$ cat src/rtl/scalu_rs_pkg.sv
// Shared definitions for the scalar-ALU reservation station.
// Holds the default depth, the micro-op field widths, the slot record and a
// small helper that decides whether a pending operand matches a broadcast.
package scalu_rs_pkg;

    localparam int RS_ENTRIES_DEFAULT = 8;

    localparam int OP_W    = 5;
    localparam int ROBID_W = 7;
    localparam int RD_W    = 6;
    localparam int XLEN    = 32;

    // One station slot. When an operand is not ready its value field holds
    // the producer robid in the low ROBID_W bits.
    typedef struct packed {
        logic               valid;
        logic [OP_W-1:0]    op;
        logic [ROBID_W-1:0] robid;
        logic [RD_W-1:0]    rd;
        logic               op1_rdy;
        logic [XLEN-1:0]    op1;
        logic               op2_rdy;
        logic [XLEN-1:0]    op2;
    } rs_slot_t;

    // True when a still-pending operand is waiting on the robid being broadcast.
    function automatic logic tag_hit(input logic               rdy,
                                     input logic [XLEN-1:0]    val,
                                     input logic               wb_v,
                                     input logic [ROBID_W-1:0] wb_id);
        return ~rdy & wb_v & (val[ROBID_W-1:0] == wb_id);
    endfunction

endpackage

$ cat src/rtl/scalu_rs_pick.sv
// Lowest-index priority picker.
// Ports:
//   i_req   - request vector, bit 0 has highest priority
//   o_grant - one-hot grant of the lowest set request bit (0 if none)
//   o_idx   - binary index of the granted bit (0 if none)
//   o_any   - at least one request bit is set
module scalu_rs_pick #(
    parameter int N  = 8,
    parameter int IW = (N > 1) ? $clog2(N) : 1
) (
    input  logic [N-1:0]  i_req,
    output logic [N-1:0]  o_grant,
    output logic [IW-1:0] o_idx,
    output logic          o_any
);

    // Scan from the top down so the lowest set bit is the last one written.
    always_comb begin
        o_grant = '0;
        o_idx   = '0;
        o_any   = 1'b0;
        for (int i = N - 1; i >= 0; i--) begin
            if (i_req[i]) begin
                o_grant    = '0;
                o_grant[i] = 1'b1;
                o_idx      = IW'(i);
                o_any      = 1'b1;
            end
        end
    end

endmodule

$ cat src/rtl/scalu_rs.sv
// Reservation station in front of the single-cycle scalar ALU.
// Accepts dispatched micro-ops with possibly pending operands, wakes them up
// from the writeback broadcast bus and issues the lowest-index ready slot.
// Ports:
//   clk, rst                      - clock, asynchronous active-high reset
//   dispatch_*                    - incoming micro-op; rs_stall back-pressures it
//   wb_valid/wb_robid/wb_result   - writeback broadcast used for wakeup
//   exers_scalu_issue, exers_*    - issue valid and data to the ALU
//   scalu_stall                   - ALU back-pressure; issue completes when low
//   rob_flush                     - discard every entry and any same-cycle dispatch
// Issue handshake: exers_scalu_issue is a valid signal and ~scalu_stall is the
// ready; the slot is retired on the edge where both are true, and while the
// ALU stalls the outputs keep presenting the lowest-index ready slot.
module scalu_rs
    import scalu_rs_pkg::*;
#(
    parameter int RS_ENTRIES = RS_ENTRIES_DEFAULT
) (
    input  logic               clk,
    input  logic               rst,
    input  logic               dispatch_valid,
    input  logic [OP_W-1:0]    dispatch_op,
    input  logic [ROBID_W-1:0] dispatch_robid,
    input  logic [RD_W-1:0]    dispatch_rd,
    input  logic               dispatch_op1_rdy,
    input  logic [XLEN-1:0]    dispatch_op1,
    input  logic               dispatch_op2_rdy,
    input  logic [XLEN-1:0]    dispatch_op2,
    output logic               rs_stall,
    input  logic               wb_valid,
    input  logic [ROBID_W-1:0] wb_robid,
    input  logic [XLEN-1:0]    wb_result,
    output logic               exers_scalu_issue,
    output logic [OP_W-1:0]    exers_scalu_op,
    output logic [ROBID_W-1:0] exers_robid,
    output logic [RD_W-1:0]    exers_rd,
    output logic [XLEN-1:0]    exers_op1,
    output logic [XLEN-1:0]    exers_op2,
    input  logic               scalu_stall,
    input  logic               rob_flush
);

    localparam int IW = (RS_ENTRIES > 1) ? $clog2(RS_ENTRIES) : 1;

    rs_slot_t r_slots [RS_ENTRIES];

    logic [RS_ENTRIES-1:0] w_free_vec;
    logic [RS_ENTRIES-1:0] w_ready_vec;
    logic [RS_ENTRIES-1:0] w_free_grant;
    logic [RS_ENTRIES-1:0] w_iss_grant;
    logic [IW-1:0]         w_free_idx;
    logic [IW-1:0]         w_iss_idx;
    logic                  w_free_any;
    logic                  w_iss_any;
    logic                  w_alloc;
    logic                  w_fire;
    logic                  w_unused_free_idx;
    rs_slot_t              w_new_slot;
    rs_slot_t              w_sel_slot;

    always_comb begin
        w_free_vec  = '0;
        w_ready_vec = '0;
        for (int i = 0; i < RS_ENTRIES; i++) begin
            w_free_vec[i]  = ~r_slots[i].valid;
            w_ready_vec[i] = r_slots[i].valid & r_slots[i].op1_rdy & r_slots[i].op2_rdy;
        end
    end

    scalu_rs_pick #(.N(RS_ENTRIES), .IW(IW)) u_alloc_pick (
        .i_req   (w_free_vec),
        .o_grant (w_free_grant),
        .o_idx   (w_free_idx),
        .o_any   (w_free_any)
    );

    scalu_rs_pick #(.N(RS_ENTRIES), .IW(IW)) u_issue_pick (
        .i_req   (w_ready_vec),
        .o_grant (w_iss_grant),
        .o_idx   (w_iss_idx),
        .o_any   (w_iss_any)
    );

    // Allocation only needs the one-hot grant; the index is not used.
    assign w_unused_free_idx = ^w_free_idx;

    // Full is judged on registered state only, so a slot issued this cycle
    // frees capacity one cycle later.
    assign rs_stall = ~w_free_any;
    assign w_alloc  = dispatch_valid & ~rs_stall & ~rob_flush;
    assign w_fire   = w_iss_any & ~scalu_stall;

    // New entry, with same-cycle writeback bypass for pending operands.
    always_comb begin
        w_new_slot         = '0;
        w_new_slot.valid   = 1'b1;
        w_new_slot.op      = dispatch_op;
        w_new_slot.robid   = dispatch_robid;
        w_new_slot.rd      = dispatch_rd;
        w_new_slot.op1_rdy = dispatch_op1_rdy;
        w_new_slot.op1     = dispatch_op1;
        w_new_slot.op2_rdy = dispatch_op2_rdy;
        w_new_slot.op2     = dispatch_op2;
        if (tag_hit(dispatch_op1_rdy, dispatch_op1, wb_valid, wb_robid)) begin
            w_new_slot.op1_rdy = 1'b1;
            w_new_slot.op1     = wb_result;
        end
        if (tag_hit(dispatch_op2_rdy, dispatch_op2, wb_valid, wb_robid)) begin
            w_new_slot.op2_rdy = 1'b1;
            w_new_slot.op2     = wb_result;
        end
    end

    // Issue data come straight from registered slot state; zero when idle.
    always_comb begin
        w_sel_slot = '0;
        if (w_iss_any) begin
            w_sel_slot = r_slots[w_iss_idx];
        end
    end

    assign exers_scalu_issue = w_iss_any;
    assign exers_scalu_op    = w_sel_slot.op;
    assign exers_robid       = w_sel_slot.robid;
    assign exers_rd          = w_sel_slot.rd;
    assign exers_op1         = w_sel_slot.op1;
    assign exers_op2         = w_sel_slot.op2;

    // Allocation targets a free slot and issue a valid one, so the two
    // branches below never act on the same slot in one cycle.
    always_ff @(posedge clk or posedge rst) begin
        if (rst) begin
            for (int i = 0; i < RS_ENTRIES; i++) begin
                r_slots[i] <= '0;
            end
        end else begin
            for (int i = 0; i < RS_ENTRIES; i++) begin
                if (rob_flush) begin
                    r_slots[i].valid <= 1'b0;
                end else if (w_alloc && w_free_grant[i]) begin
                    r_slots[i] <= w_new_slot;
                end else if (r_slots[i].valid) begin
                    if (w_fire && w_iss_grant[i]) begin
                        r_slots[i].valid <= 1'b0;
                    end
                    if (tag_hit(r_slots[i].op1_rdy, r_slots[i].op1, wb_valid, wb_robid)) begin
                        r_slots[i].op1_rdy <= 1'b1;
                        r_slots[i].op1     <= wb_result;
                    end
                    if (tag_hit(r_slots[i].op2_rdy, r_slots[i].op2, wb_valid, wb_robid)) begin
                        r_slots[i].op2_rdy <= 1'b1;
                        r_slots[i].op2     <= wb_result;
                    end
                end
            end
        end
    end

endmodule

$ cat config.mk
export PLATFORM = sky130hd
export DESIGN_NAME = scalu_rs
export DESIGN_NICKNAME = d
export VERILOG_FILES = /design/src/rtl/scalu_rs_pkg.sv /design/src/rtl/scalu_rs_pick.sv /design/src/rtl/scalu_rs.sv
export SDC_FILE = /design/constraint.sdc
export NUM_CORES = 2
export LEC_CHECK = 0
export ABC_AREA = 0
export CAP_MARGIN = 20
export CORE_ASPECT_RATIO = 0.6
export CORE_MARGIN = 2
export CORE_UTILIZATION = 62
export DETAILED_ROUTE_END_ITERATION = 10
export MAX_ROUTING_LAYER = met4
export PLACE_DENSITY = 0.83
export SYNTH_ARGS = -nofsm -noshare
export SYNTH_HDL_FRONTEND = slang
export SYNTH_SLANG_ARGS = --single-unit
export TNS_END_PERCENT = 50
$ cat constraint.sdc
create_clock -name clk -period 35.2 [get_ports clk]
set_clock_uncertainty 0.1 [all_clocks]
set_input_delay 7.04 -clock clk [delete_from_list [all_inputs] [get_ports clk]]
set_output_delay 7.04 -clock clk [all_outputs]
set_load 0.01 [all_outputs]
# Word level (Yosys, flattened, before mapping)
# Index checks and enable logic that the tools add are counted.
# Widths: inputs -> output; s select.
# word_totals
regBits	680
out_inout_bits	84
# op_classes
magnitude_cmp	1
n_eq_ne	18
mux	110
bitwise_logic	77
n_reduce_logical	64
# ops
cell	count
$mux 66	16
$mux 33	18
$bmux 85 s3	1
$mux 84	3
$mux 8	16
$eq 7x7->1	18
$and 1x1->1	55
$mux 1	48
$reduce_and 3->1	16
$reduce_bool 2->1	24
$mux 3	8
$not 1->1	21
$logic_and 1x1->1	16
$reduce_and 2->1	8
$ge 4x4->1 const B	1
$not 3->4	1

# Longest topological paths before layout
# depth
depth_word	16
mapped_depth	10

# Hierarchy
# From an unflattened synthesis, not the netlist that was laid out.
# unflattened
cells_unflattened	3268
area_unflattened_um2	37232.0
# modules_own_cells
module	instances	cells_per_inst	area_per_inst_um2
scalu_rs	1	3224	36914.2
scalu_rs_pick	2	22	158.9

# Least setup slack after synthesis
# OpenSTA, ideal clock, no wires.
# synth_path
path_kind	register to output
from	reg r_slots[339] (netlist bit)
to	out exers_op1[13]
arrival_ps	2002
path_slack_ps	26058
stages_incl_launch_ff	10
path_cell_list	dfrtp_1 buf_4 and3_4 a211oi_2 o21ai_1 buf_6 buf_6 mux2_1 a222oi_1 a21oi_1
# synth_via
elab_chain_cells	12
word_cells_on_any_way	17
classes_between	14 x mux; 3 x bitwise
# synth_lines
item	line_no	text
from (decl)	scalu_rs.sv:45	rs_slot_t r_slots [RS_ENTRIES];
from (signal, indexed assignment)	scalu_rs.sv:141	r_slots[i] <= w_new_slot;
$and 1x1->1 * (2 in a row)	scalu_rs.sv:66	w_ready_vec[i] = r_slots[i].valid & r_slots[i].op1_rdy & r_slots[i].op2_rdy;
$mux 3 (5 in a row)	scalu_rs_pick.sv:23	if (i_req[i]) begin
$not 3->4 (not written as such)	scalu_rs.sv:118	w_sel_slot = r_slots[w_iss_idx];
$bmux 85 s3	scalu_rs.sv:118	
$mux 84 (not written as such) (2 in a row)	scalu_rs.sv:118	
$mux 84 *	scalu_rs.sv:117	if (w_iss_any) begin
to (decl)	scalu_rs.sv:37	output logic [XLEN-1:0] exers_op1,
# Mark *: on every way between the ends. The rest lies on a longest branch, timed or not. The select of a mux whose other input is x is not followed.

# Worst setup path after layout
# layout_path
from	reg r_slots[509] (netlist bit)
to	out exers_op1[9]
# layout_via
elab_chain_cells	10
word_cells_on_any_way	13
classes_between	10 x mux; 3 x bitwise
# layout_lines
item	line_no
$and 1x1->1 * (2 in a row)	scalu_rs.sv:66
$mux 3 (3 in a row)	scalu_rs_pick.sv:23
$not 3->4 (not written as such)	scalu_rs.sv:118
$bmux 85 s3	scalu_rs.sv:118
$mux 84 (not written as such) (2 in a row)	scalu_rs.sv:118
$mux 84 *	scalu_rs.sv:117
# Marks and branches as above.

==> flow_metrics.tcl <==
set metrics [dict create \
    synth_edf_count 0 \
    drc 0 \
    synth_top_family_by_area "multiplexers" \
    holdBufCountCts 0 \
    routed_wl_mm 118 \
    dieArea_mm2 0.0598 \
    cts_tree "built" \
    slowest_stage "nor3_4" \
    finalHoldViolations 0 \
    syn-num-nets 3712 \
    ys_async_sr_fraction_pct 100 \
    hp-class "flop to flop" \
    grt_pass1_vias 29800 \
    track_usage_pct 40.4 \
    syn_inst 3583 \
    root_buffer "clkbuf_16" \
    powerDensity_mw_per_mm2 49.0 \
    fillers 4156 \
    syn_area_per_cell_um2 10.0 \
    crit_fanout 64 \
    first_iter_violations 5181 \
    io_buffer_count 212 \
    grt_max_degree 111 \
    cts_buffers 61 \
    first_pass_iters 10 \
    wl_met3_mm 18.4 \
    yosys_register_bits 680 \
    synth_compound_area_share_pct 15.9 \
    synth_xor_area_share_pct 3.08 \
    synth_sequential_area_ratio_pct 47.5 \
    max_slew.worst_pin.slew_ps 1180 \
    ctsResizeCount 0 \
    worstPathCellList "nand3_1, nand2_1, nor3_4, buf_4, buf_4, a222oi_1, a21oi_1, clkdlybuf4s50_1" \
    path_clk_slew_ps 70 \
    synth_mux_area_share_pct 17.7 \
    rsz0062_at_grt "false" \
    die_width_um 314 \
    fin_setup_tns_ps 0 \
    power.leakage_nw 19.3 \
    fmax_ghz 0.0792 \
    critPathArrivalTime_ps 5490 \
    relSlewSlack_pct 21.3 \
    coreArea_mm2 0.0573 \
    slew_viol_final 0 \
    clock-sinks 680 \
    netlist_area_mm2 0.0358 \
    cp-end-kind "primary output" \
    syn_to_final_growth_pct 11.6 \
    fin_crit_ps 12630 \
    post_dp_cell_area_mm2 0.0378 \
    grt_overflow 0 \
    grt_pass1_wl_mm 181 \
    drtAntennaViolNets 0 \
    rows 68 \
    cp_common_cell "buf_4" \
    clock_path_buffers 3 \
    htreeDepth 2 \
    layout-drive-gt1-share_pct 14.7 \
    top_register "r_slots" \
    synth.distinct_cells 56 \
    synth_warnings 0 \
    crit_path_max_incr_delay_ps 930 \
    setup_violations 0 \
    gp_congestion 0.982 \
    wl_met1_mm 46.5 \
    antenna_found_initial 8 \
    synth-adder-area-share_pct 0 \
    cp_top_family "buffers and inverters" \
    post_cts_buffers 0 \
    ioPinCount 213 \
    clock_latency_ps 640 \
    final_area_mm2 0.0400 \
    power_w 0.00196 \
    initial_core_util_pct 62.5 \
    wl_per_cell_um 27.0 \
    largest_reg_flops 680 \
    viasPerCell 6.98 \
    num_vias 30500 \
    cp.buffers_inverters 3 \
    final_util_pct 69.7 \
    synthSimpleGateAreaFrac_pct 10.6 \
    worstSetupStartpointType "flop" \
    top_layer "met4" \
    nets 3674 \
    hold_ws_ps 379 \
    hpwl_mm 69.1 \
    synth-main-ff-cell "dfrtp_1" \
    criticalPathCategory "flop to primary output" \
    wl_met2_mm 48.7 \
    period_share_pct 35.9 \
    reg_top3 "r_slots (680)" \
    maxCapViolCount 0 \
    outcome "completed" \
    critPathRequiredTime_ps 28060 \
    ir_drop_mv 0.0442 \
    die_h_um 190 \
]
cells in the mapped netlist, types with 9 or more instances:
cell type	count	area (um^2)
buf_1	12	45.0
dfrtp_1	680	17000
nor3_1	13	65.1
buf_2	78	390
nand4_1	24	150
mux2_1	9	101
nor2_1	557	2090
nor4_1	10	62.6
o22ai_1	256	1600
mux2_2	230	2590
xnor2_1	104	911
nand3_1	18	90.1
buf_4	24	180
a222oi_1	78	781
nand2_1	256	961
buf_6	34	383
o21ai_0	59	295
clkbuf_1	231	867
mux2_4	66	991
xor2_1	22	193
mux2i_1	267	2670
o21ai_1	173	866
a221o_1	78	781
a21oi_1	219	1100
report_power, final:
part | internal [W] | switching, W | total [W] | leakage, nW
logic | 0.000140 | 0.000187 | 0.000328 | 9.18
clock network | 0.000386 | 0.000319 | 0.000705 | 1.03
registers | 0.000865 | 0.0000604 | 0.000925 | 9.07
cell families (layout without fill, tap and decap cells):
family	after synthesis	in the layout
AOI/OAI and AO/OA	893	893
muxes	572	572
other	0	11
xor gates and xnor gates	126	126
DFF	680	680
and+or+nand+nor	926	926
buffers and inverters	386	398
placed cells by master, fill, tap and decap left out, types with 66 or more instances in the layout:
cell             synthesis  routed
nand2_1                256     245
a222oi_1                78      78
a221o_1                 78      78
clkdlybuf4s50_1          0     212
o22ai_1                256     256
nor2_1                 557     555
mux2_4                  66      66
dfrtp_1                680     680
mux2_2                 230     230
xnor2_1                104     104
o21ai_1                173     169
mux2i_1                267     267
a21oi_1                219     210
per-stage QoR:
stage	instances	worst slack [ps]
after floorplan	3583	9000
after global placement	4247	23650
after detailed placement	4248	23540
after CTS	4361	22850
after global routing	4373	22410
final	4376	22570
tightest hold or removal path: stages (launching register included):
cell and delay (ps):
dfrtp_1 340, nand2_1 40, o21ai_0 60
area by class of cell:
cell class | instances | area [um^2] | share of cell area (%)
antenna | 11 | 27.5 | 0.0688
clock buffer | 84 | 1780 | 4.46
clock inverter | 29 | 310 | 0.776
inverter | 5 | 26.3 | 0.0657
multi-input combinational | 2517 | 17200 | 42.9
sequential | 680 | 17000 | 42.6
tap | 770 | 963 | 2.41
timing repair buffer | 280 | 2700 | 6.75
layer usage:
| layer | vias up | global-route usage [%] |
|---|---|---|
| met5 | - | - |
| met4 | 0 | 14.2 |
| met3 | 389 | 14.8 |
| met2 | 2467 | 54.9 |
| met1 | 14900 | 55.5 |
| li1 | 12800 | - |
worst paths after layout:
| path | from | end | depth (start not counted) | slack (ps) |
|---|---|---|---|---|
| setup / recovery | r_slots[509]$_DFF_PP0_ | exers_op1[9] | 8 | 22570 |
| min in group asynchronous | rst | r_slots[426]$_DFFE_PP0P_ | 2 | 6840 |
| hold reg to reg | r_slots[306]$_DFFE_PP0P_ | r_slots[306]$_DFFE_PP0P_ | 2 | 380 |
| hold / removal | r_slots[306]$_DFFE_PP0P_ | r_slots[306]$_DFFE_PP0P_ | 2 | 380 |
| setup reg to reg | r_slots[509]$_DFF_PP0_ | r_slots[339]$_DFF_PP0_ | 7 | 31000 |
| max in group asynchronous | rst | r_slots[484]$_DFFE_PP0P_ | 5 | 24970 |
Note: power is estimated with default switching activity, not from simulation.
